$ cat src/rtl/reorder_buffer_pkg.sv
// -----------------------------------------------------------------------------
// reorder_buffer_pkg
// Shared widths, constants and helpers for the reorder buffer slice.
//   ROB id      : slot index + 1, so id 0 (NON_DEPENDENT) means "no producer".
//   Register no : EX_REG_W bits; REG_NONE marks an instruction with no dest.
// The companion macros mirror these constants for code that prefers defines.
// Optional feature macro used by this slice: ROB_CDB_BYPASS_EN.
// -----------------------------------------------------------------------------
`ifndef ROB_SIZE
`define ROB_SIZE 16
`endif
`ifndef ROB_ID_TYPE
`define ROB_ID_TYPE logic [4:0]
`endif
`ifndef NON_DEPENDENT
`define NON_DEPENDENT 5'd0
`endif
`ifndef DATA_WIDTH
`define DATA_WIDTH 32
`endif
`ifndef ADDR_WIDTH
`define ADDR_WIDTH 32
`endif
`ifndef EX_REG_NUMBER_WIDTH
`define EX_REG_NUMBER_WIDTH 6
`endif
`ifndef REG_NUMBER
`define REG_NUMBER 6'd32
`endif

package reorder_buffer_pkg;
    localparam int DATA_W   = 32;
    localparam int ADDR_W   = 32;
    localparam int EX_REG_W = 6;

    // Register numbers 0..31 are architectural; 32 means "no destination".
    localparam logic [EX_REG_W-1:0] REG_NONE = 6'd32;

    // A committing entry writes the register file only for a real, non-zero rd.
    function automatic logic rd_writes(input logic [EX_REG_W-1:0] rd);
        return (rd != REG_NONE) && (rd != '0);
    endfunction
endpackage

$ cat src/rtl/rob_operand_query.sv
// -----------------------------------------------------------------------------
// rob_operand_query
// Combinational tag lookup used by the dispatcher for one source operand.
//   tag_i          : ROB id of the producer (0 = no dependency)
//   busy_i/ready_i : per-slot valid and result-present flags
//   value_i        : per-slot captured results
//   cdb_*_i        : live broadcast, consulted only with ROB_CDB_BYPASS_EN
//   ready_o/value_o: operand already available, and its value
// Macro ROB_CDB_BYPASS_EN: forward a same-cycle CDB hit straight to the query.
// -----------------------------------------------------------------------------
module rob_operand_query
    import reorder_buffer_pkg::*;
#(
    parameter int ROB_SIZE  = 16,
    parameter int ROB_IDX_W = 4
) (
    input  logic [ROB_IDX_W:0]  tag_i,
    input  logic [ROB_SIZE-1:0] busy_i,
    input  logic [ROB_SIZE-1:0] ready_i,
    input  logic [DATA_W-1:0]   value_i [ROB_SIZE],
    input  logic                cdb_en_i,
    input  logic [ROB_IDX_W:0]  cdb_rob_id_i,
    input  logic [DATA_W-1:0]   cdb_value_i,
    output logic                ready_o,
    output logic [DATA_W-1:0]   value_o
);
    localparam logic [ROB_IDX_W:0] MAX_ID = (ROB_IDX_W+1)'(ROB_SIZE);

    logic                 tag_ok;
    logic [ROB_IDX_W-1:0] idx;

    // Ids 1..ROB_SIZE map to slots 0..ROB_SIZE-1; id ROB_SIZE wraps to slot 0-1.
    assign tag_ok = (tag_i != '0) && (tag_i <= MAX_ID);
    assign idx    = tag_i[ROB_IDX_W-1:0] - ROB_IDX_W'(1);

    always_comb begin
        ready_o = 1'b0;
        value_o = '0;
        if (tag_ok && busy_i[idx]) begin
`ifdef ROB_CDB_BYPASS_EN
            if (cdb_en_i && (cdb_rob_id_i == tag_i)) begin
                ready_o = 1'b1;
                value_o = cdb_value_i;
            end else begin
                ready_o = ready_i[idx];
                value_o = value_i[idx];
            end
`else
            ready_o = ready_i[idx];
            value_o = value_i[idx];
`endif
        end
    end

`ifndef ROB_CDB_BYPASS_EN
    logic unused_cdb;
    assign unused_cdb = ^{cdb_en_i, cdb_rob_id_i, cdb_value_i};
`endif
endmodule

$ cat src/rtl/reorder_buffer.sv
// -----------------------------------------------------------------------------
// reorder_buffer
// Circular in-order-retire reorder buffer.
//   clk, rst (sync, active high), rdy (global enable; low freezes everything)
//   Dispatcher : alloc_en/rd/is_branch/pred_taken/alt_pc in, rob_id/full out,
//                operand queries Qj/Qk -> Qj_ready/Vj, Qk_ready/Vk
//   CDB        : cdb_en, cdb_rob_id, cdb_value, cdb_taken
//   Reg file   : enable_to_reg, rd_to_reg, Q_to_reg, V_to_reg (registered)
//   Flush      : mispredict pulse with redirect_pc
// Macro ROB_CDB_BYPASS_EN: operand queries also see the live CDB.
// -----------------------------------------------------------------------------
module reorder_buffer
    import reorder_buffer_pkg::*;
#(
    parameter int ROB_SIZE  = 16,
    parameter int ROB_IDX_W = 4
) (
    input  logic                 clk,
    input  logic                 rst,
    input  logic                 rdy,
    input  logic                 alloc_en_from_dsp,
    input  logic [EX_REG_W-1:0]  rd_from_dsp,
    input  logic                 is_branch_from_dsp,
    input  logic                 pred_taken_from_dsp,
    input  logic [ADDR_W-1:0]    alt_pc_from_dsp,
    output logic [ROB_IDX_W:0]   rob_id_to_dsp,
    output logic                 full_to_dsp,
    input  logic [ROB_IDX_W:0]   Qj_from_dsp,
    input  logic [ROB_IDX_W:0]   Qk_from_dsp,
    output logic                 Qj_ready_to_dsp,
    output logic                 Qk_ready_to_dsp,
    output logic [DATA_W-1:0]    Vj_to_dsp,
    output logic [DATA_W-1:0]    Vk_to_dsp,
    input  logic                 cdb_en,
    input  logic [ROB_IDX_W:0]   cdb_rob_id,
    input  logic [DATA_W-1:0]    cdb_value,
    input  logic                 cdb_taken,
    output logic                 enable_to_reg,
    output logic [EX_REG_W-1:0]  rd_to_reg,
    output logic [ROB_IDX_W:0]   Q_to_reg,
    output logic [DATA_W-1:0]    V_to_reg,
    output logic                 mispredict,
    output logic [ADDR_W-1:0]    redirect_pc
);
    localparam logic [ROB_IDX_W:0] MAX_ID = (ROB_IDX_W+1)'(ROB_SIZE);

    // Per-slot state, gathered from the generate blocks below.
    logic [ROB_SIZE-1:0] busy_vec, ready_vec, is_br_vec, pred_vec, taken_vec;
    logic [DATA_W-1:0]   value_arr [ROB_SIZE];
    logic [EX_REG_W-1:0] rd_arr    [ROB_SIZE];
    logic [ADDR_W-1:0]   alt_arr   [ROB_SIZE];

    logic [ROB_IDX_W-1:0] head_q, head_d, tail_q, tail_d, cdb_idx;
    logic [ROB_IDX_W:0]   count_q, count_d;
    logic                 enable_q, mispredict_q;
    logic [EX_REG_W-1:0]  rd_out_q;
    logic [ROB_IDX_W:0]   q_out_q;
    logic [DATA_W-1:0]    v_out_q;
    logic [ADDR_W-1:0]    redirect_q;

    logic full, head_commit, head_flush, head_writes, do_alloc, cdb_hit;

    assign full        = (count_q == MAX_ID);
    assign head_commit = busy_vec[head_q] && ready_vec[head_q];
    assign head_flush  = head_commit && is_br_vec[head_q]
                         && (taken_vec[head_q] != pred_vec[head_q]);
    assign head_writes = head_commit && rd_writes(rd_arr[head_q]);
    // Allocation is dropped while flushing and in the cycle of the flush pulse.
    assign do_alloc    = alloc_en_from_dsp && !full && !mispredict_q && !head_flush;
    assign cdb_idx     = cdb_rob_id[ROB_IDX_W-1:0] - ROB_IDX_W'(1);
    assign cdb_hit     = cdb_en && !mispredict_q && (cdb_rob_id != '0)
                         && (cdb_rob_id <= MAX_ID) && busy_vec[cdb_idx];

    genvar gi;
    generate
        for (gi = 0; gi < ROB_SIZE; gi++) begin : g_entry
            localparam logic [ROB_IDX_W-1:0] SLOT = ROB_IDX_W'(gi);
            logic                busy_q, ready_q, is_br_q, pred_q, taken_q;
            logic [DATA_W-1:0]   value_q;
            logic [EX_REG_W-1:0] rd_q;
            logic [ADDR_W-1:0]   alt_q;

            always_ff @(posedge clk) begin
                if (rst) begin
                    busy_q  <= 1'b0;
                    ready_q <= 1'b0;
                    is_br_q <= 1'b0;
                    pred_q  <= 1'b0;
                    taken_q <= 1'b0;
                    value_q <= '0;
                    rd_q    <= REG_NONE;
                    alt_q   <= '0;
                end else if (rdy) begin
                    if (head_flush) begin
                        busy_q <= 1'b0;
                    end else if (do_alloc && (tail_q == SLOT)) begin
                        // A free tail slot can never be the head being retired.
                        busy_q  <= 1'b1;
                        ready_q <= 1'b0;
                        is_br_q <= is_branch_from_dsp;
                        pred_q  <= pred_taken_from_dsp;
                        taken_q <= 1'b0;
                        value_q <= '0;
                        rd_q    <= rd_from_dsp;
                        alt_q   <= alt_pc_from_dsp;
                    end else begin
                        if (head_commit && (head_q == SLOT)) busy_q <= 1'b0;
                        if (cdb_hit && (cdb_idx == SLOT)) begin
                            ready_q <= 1'b1;
                            value_q <= cdb_value;
                            taken_q <= cdb_taken;
                        end
                    end
                end
            end

            assign busy_vec[gi]  = busy_q;
            assign ready_vec[gi] = ready_q;
            assign is_br_vec[gi] = is_br_q;
            assign pred_vec[gi]  = pred_q;
            assign taken_vec[gi] = taken_q;
            assign value_arr[gi] = value_q;
            assign rd_arr[gi]    = rd_q;
            assign alt_arr[gi]   = alt_q;
        end
    endgenerate

    always_comb begin
        head_d  = head_q;
        tail_d  = tail_q;
        count_d = count_q;
        if (head_flush) begin
            head_d  = '0;
            tail_d  = '0;
            count_d = '0;
        end else begin
            if (head_commit) head_d = head_q + ROB_IDX_W'(1);
            if (do_alloc)    tail_d = tail_q + ROB_IDX_W'(1);
            if (do_alloc && !head_commit)      count_d = count_q + (ROB_IDX_W+1)'(1);
            else if (!do_alloc && head_commit) count_d = count_q - (ROB_IDX_W+1)'(1);
        end
    end

    always_ff @(posedge clk) begin
        if (rst) begin
            head_q       <= '0;
            tail_q       <= '0;
            count_q      <= '0;
            enable_q     <= 1'b0;
            rd_out_q     <= REG_NONE;
            q_out_q      <= '0;
            v_out_q      <= '0;
            mispredict_q <= 1'b0;
            redirect_q   <= '0;
        end else if (rdy) begin
            head_q       <= head_d;
            tail_q       <= tail_d;
            count_q      <= count_d;
            enable_q     <= head_writes;
            mispredict_q <= head_flush;
            if (head_writes) begin
                rd_out_q <= rd_arr[head_q];
                q_out_q  <= {1'b0, head_q} + (ROB_IDX_W+1)'(1);
                v_out_q  <= value_arr[head_q];
            end
            if (head_flush) redirect_q <= alt_arr[head_q];
        end
    end

    rob_operand_query #(.ROB_SIZE(ROB_SIZE), .ROB_IDX_W(ROB_IDX_W)) u_query_j (
        .tag_i(Qj_from_dsp), .busy_i(busy_vec), .ready_i(ready_vec), .value_i(value_arr),
        .cdb_en_i(cdb_en), .cdb_rob_id_i(cdb_rob_id), .cdb_value_i(cdb_value),
        .ready_o(Qj_ready_to_dsp), .value_o(Vj_to_dsp)
    );

    rob_operand_query #(.ROB_SIZE(ROB_SIZE), .ROB_IDX_W(ROB_IDX_W)) u_query_k (
        .tag_i(Qk_from_dsp), .busy_i(busy_vec), .ready_i(ready_vec), .value_i(value_arr),
        .cdb_en_i(cdb_en), .cdb_rob_id_i(cdb_rob_id), .cdb_value_i(cdb_value),
        .ready_o(Qk_ready_to_dsp), .value_o(Vk_to_dsp)
    );

    assign rob_id_to_dsp = {1'b0, tail_q} + (ROB_IDX_W+1)'(1);
    assign full_to_dsp   = full;
    assign enable_to_reg = enable_q;
    assign rd_to_reg     = rd_out_q;
    assign Q_to_reg      = q_out_q;
    assign V_to_reg      = v_out_q;
    assign mispredict    = mispredict_q;
    assign redirect_pc   = redirect_q;
endmodule

$ cat config.mk
export PLATFORM = sky130hd
export DESIGN_NAME = reorder_buffer
export DESIGN_NICKNAME = d
export VERILOG_FILES = /design/src/rtl/reorder_buffer_pkg.sv /design/src/rtl/rob_operand_query.sv /design/src/rtl/reorder_buffer.sv
export SDC_FILE = /design/constraint.sdc
export NUM_CORES = 2
export LEC_CHECK = 0
export ABC_AREA = 1
export BUFFER_PORTS_ARGS = -buffer_cell sky130_fd_sc_hd__buf_2
export CELL_PAD_IN_SITES_DETAIL_PLACEMENT = 1
export CELL_PAD_IN_SITES_GLOBAL_PLACEMENT = 2
export CORE_ASPECT_RATIO = 0.7
export CORE_UTILIZATION = 35
export CTS_CLUSTER_DIAMETER = 30
export CTS_CLUSTER_SIZE = 30
export DETAILED_ROUTE_END_ITERATION = 16
export PLACE_DENSITY = 0.85
export SYNTH_ARGS = -nofsm -noshare
export SYNTH_HDL_FRONTEND = slang
export SYNTH_HIERARCHICAL = 1
export SYNTH_SLANG_ARGS = --single-unit
$ cat constraint.sdc
create_clock -name clk -period 3.17 [get_ports clk]
set_input_delay 0.317 -clock clk [delete_from_list [all_inputs] [get_ports clk]]
set_output_delay 0.317 -clock clk [all_outputs]
set_load 0.005 [all_outputs]
==> out/results.tsv <==
stage	metric	value	unit
routing	detailed-route wire length per cell	28.88	um
finish	commonest non-fill, non-tap cell in the layout	nand3_1	
worst_setup_path	crit end category	output pin	
placed_design	worst slack, placed	-0.2945	ns
global_route	number of global-route vias before repair	83610	
worst_setup_path	crit-path cells	buf_8, inv_8, ha_4, inv_4, buf_12, nand3_1, nand3_1, nand3_1, nand2_1, nor2_1, buf_2	
power	peak supply drop	331.6	uV
logic_synthesis	Synth Flop Type	dfxtp_1	
logic_synthesis	number of synthesized register bits	1290	
min_path	Hold Crit Start	cdb_value[16]	
die	Initial Utilization	35.25	%
worst_setup_path	most frequent CP cell	nand3_1	
worst_setup_path	Crit Path Class	in2out	
sta	skew final	0.06265	ns
placed_design	dpl hpwl	240200	um
sta	Final Critical Period	3.262	ns
logic_synthesis	YS warnings	6	
die	Die Footprint	199600	um2
worst_setup_path	Worst Setup SP	Qj_from_dsp[0]	
finish	register area	25830	um2
clocking	clock latency on the worst-skew pair	0.87	ns
logic_synthesis	Post-Syn Area	69220	um2
logic_synthesis	ys async rst share	0	%
global_route	GRT Total Usage	37.42	%
finish	commonest cells after routing, fill and taps aside	2,314 x nand3_1, 2,309 x nand2_1, 1,487 x a21oi_1	
logic_synthesis	Synth cell types	36	
placed_design	gpl congestion	0.9718	
sta	Rel. slew slack	27.41	%
die	core area	196400	um2
placed_design	port buffer count	241	
routing	1st-iter DRT viols	10560	
logic_synthesis	Cells after Synth	10720	
logic_synthesis	synth top area cells	dfxtp_1 37%, nand3_1 17%, nand2_1 13%	
finish	share of cells above drive strength 1	12.55	%
min_path	Hold Path Cell Cnt	3	
clocking	CTS tree	built	
run_status	failing checks	setup timing	
worst_setup_path	slowest stage delay, CP	0.46	ns
logic_synthesis	area leader, netlist	dfxtp_1	
min_path	hold crit path type	in2reg	
worst_setup_path	CP required	2.85	ns
worst_setup_path	Worst path depth	11	
power	overall power consumption	54.96	mW
sta	Final Max Tran Viols	0	
global_route	pin count of the biggest net entering global routing	164	
die	Rows	136	
sta	actual slew at the worst max-slew pin	1.089	ns
clocking	H-tree lvl count	5	
logic_synthesis	Syn Area/Cell	6.459	um2
routing	WL final	392700	um
global_route	GR Overflow Total	0	
worst_setup_path	critical path arrival	2.94	ns
finish	area delta synth->final	26.54	%
finish	Regs by FF count	g_entry.alt_q: 512 flops, g_entry.value_q: 512 flops, g_entry.rd_q: 96 flops	
worst_setup_path	Slowest cell on crit path	nand2_1	
routing	DRC	0	
flow_run	# Max-Cap Violations	0	
worst_setup_path	critical path peak fanout	45	
sta	Max Freq	0.3066	GHz
logic_synthesis	Synth Net Count	10830	
power	Leakage	31.41	nW
min_path	worst hold endpoint	g_entry[7].value_q[16]	
power	pwr dens	627.5	nW/um2
routing	total number of vias	85090	
sta	Final Cycle Share	102.9	%
global_route	initial antenna violation count	28	
run_status	status	finished, violations left	
sta	Final setup viols	4	
worst_setup_path	R2R Setup Slk	0.05	ns
routing	Vias/cell	6.259	
sta	Final Hold Fails	0	
worst_setup_path	R2R depth	12	
routing	DRT Pass-1 Iters	8	
logic_synthesis	share of the synthesized area in the top cell type	37.31	%
global_route	first-pass GRT wire length	564600	um
die	overall die height	374.1	um
finish	Multi-input gate area	37340	um2
clocking	clock root cell	clkbuf_16	
die	# IOs	242	
clocking	maximum clock path buffer count	4	
die	die width	533.5	um
worst_setup_path	startpoint types	input port	
routing	post-route ant nets	0	
clocking	total CTS buffers	318	
worst_setup_path	CP Buf/Inv Count	5	
worst_setup_path	r2r endpoint	V_to_reg[23]	
finish	FILL cells	24550	
clocking	CTS Sinks	1290	
logic_synthesis	EDFF count, synth	0	
sta	PnR worst setup slack	-0.09167	ns
worst_setup_path	RR Startpoint	head_q[0]	
clocking	CTS clock-pin slew for the worst setup and hold paths	0.05	ns
sta	hold slack	0.05153	ns
sta	RSZ-0062 raised after global routing	false	
finish	Post-layout nets	10840	
finish	final core occ	44.60	%
logic_synthesis	Seq/Total Area, Yosys	37.31	%
worst_setup_path	cell class contributing the biggest share of worst-path delay	simple AND/OR/NAND/NOR gates	
==> timing repair <==
action                                  4_1_cts  5_1_grt
endpoints found under the setup margin      513      791
pin swaps                                     0        3
gates cloned                                  0        5
endpoints found under the hold margin       707        0
hold buffers                                 57        0
gates resized for setup                       5       14
setup buffers                                 0       15
==> layer usage <==
layer  vias to the layer above  part of all wire, %  global-route usage [%]
met3                      1138                   14                   13.97
met2                      5188                   40                   52.61
li1                      36430                    -                       -
met4                        24                  4.3                   15.25
met1                     42310                   42                   50.80
met5                         -                 0.14                  0.7895
==> worst register-to-register path: cells and delay by family, from the launching register on <==
| family | cells | cell delay [ns] |
|---|---|---|
| flip-flops | 1 | 0.42 |
| AO/OA/AOI/OAI | 3 | 0.54 |
| buffers and inverters | 4 | 1.21 |
| AND/OR/NAND/NOR | 5 | 0.91 |
==> where the power goes <==
group | leakage (nW) | switching, mW | internal [mW] | total (mW)
Sequential | 10.4 | 0.0521 | 16.3 | 16.4
Clock | 5.38 | 11.1 | 22.9 | 34.0
Combinational | 15.6 | 3.42 | 1.13 | 4.55
==> final cells by class <==
type / instances / area share (%)
flip-flops and latches: 1290 / 29.49
clock buffers: 391 / 10.06
inverters: 365 / 1.631
multi-input cells: 7968 / 42.63
clock inverters: 176 / 2.550
diodes: 5 / 0.01428
well taps: 2622 / 3.746
repair buffers: 778 / 9.874
==> cell families after synthesis <==
group / share of synthesized area (%)
compound gates: 19.22
flops: 37.31
buf+inv: 9.275
simple gates: 33.69
fa+ha+maj: 0.3905
xor+xnor: 0.1139
==> synthesized netlist by cell type (25+ instances only) <==
cell type / number
a211oi_1: 29
a21oi_1: 1488
a31oi_1: 28
buf_1: 49
buf_2: 394
buf_4: 54
buf_6: 33
clkbuf_1: 564
dfxtp_1: 1290
inv_1: 338
inv_2: 25
nand2_1: 2319
nand3_1: 2324
nand4_1: 38
nor2_1: 612
o21ai_0: 887
o22ai_1: 132
==> worst max path at each step <==
stage / to
2_1_floorplan: Vj_to_dsp[0]
3_3_place_gp: g_entry[4].value_q[19]
3_5_place_dp: g_entry[4].value_q[14]
4_1_cts: g_entry[10].rd_q[0]
5_1_grt: g_entry[13].alt_q[0]
6_report: Vj_to_dsp[27]
==> stage by stage <==
stage	cells	area (um2)	TNS [ns]
after CTS	13570	87240	0
after detailed placement	12950	75600	-108.17
after global placement	12950	75600	-80.40
after floorplan	10720	69220	0
after global routing	13590	87580	0
final	13600	87590	-0.1546
No activity file was read; power rests on OpenSTA's default activity.
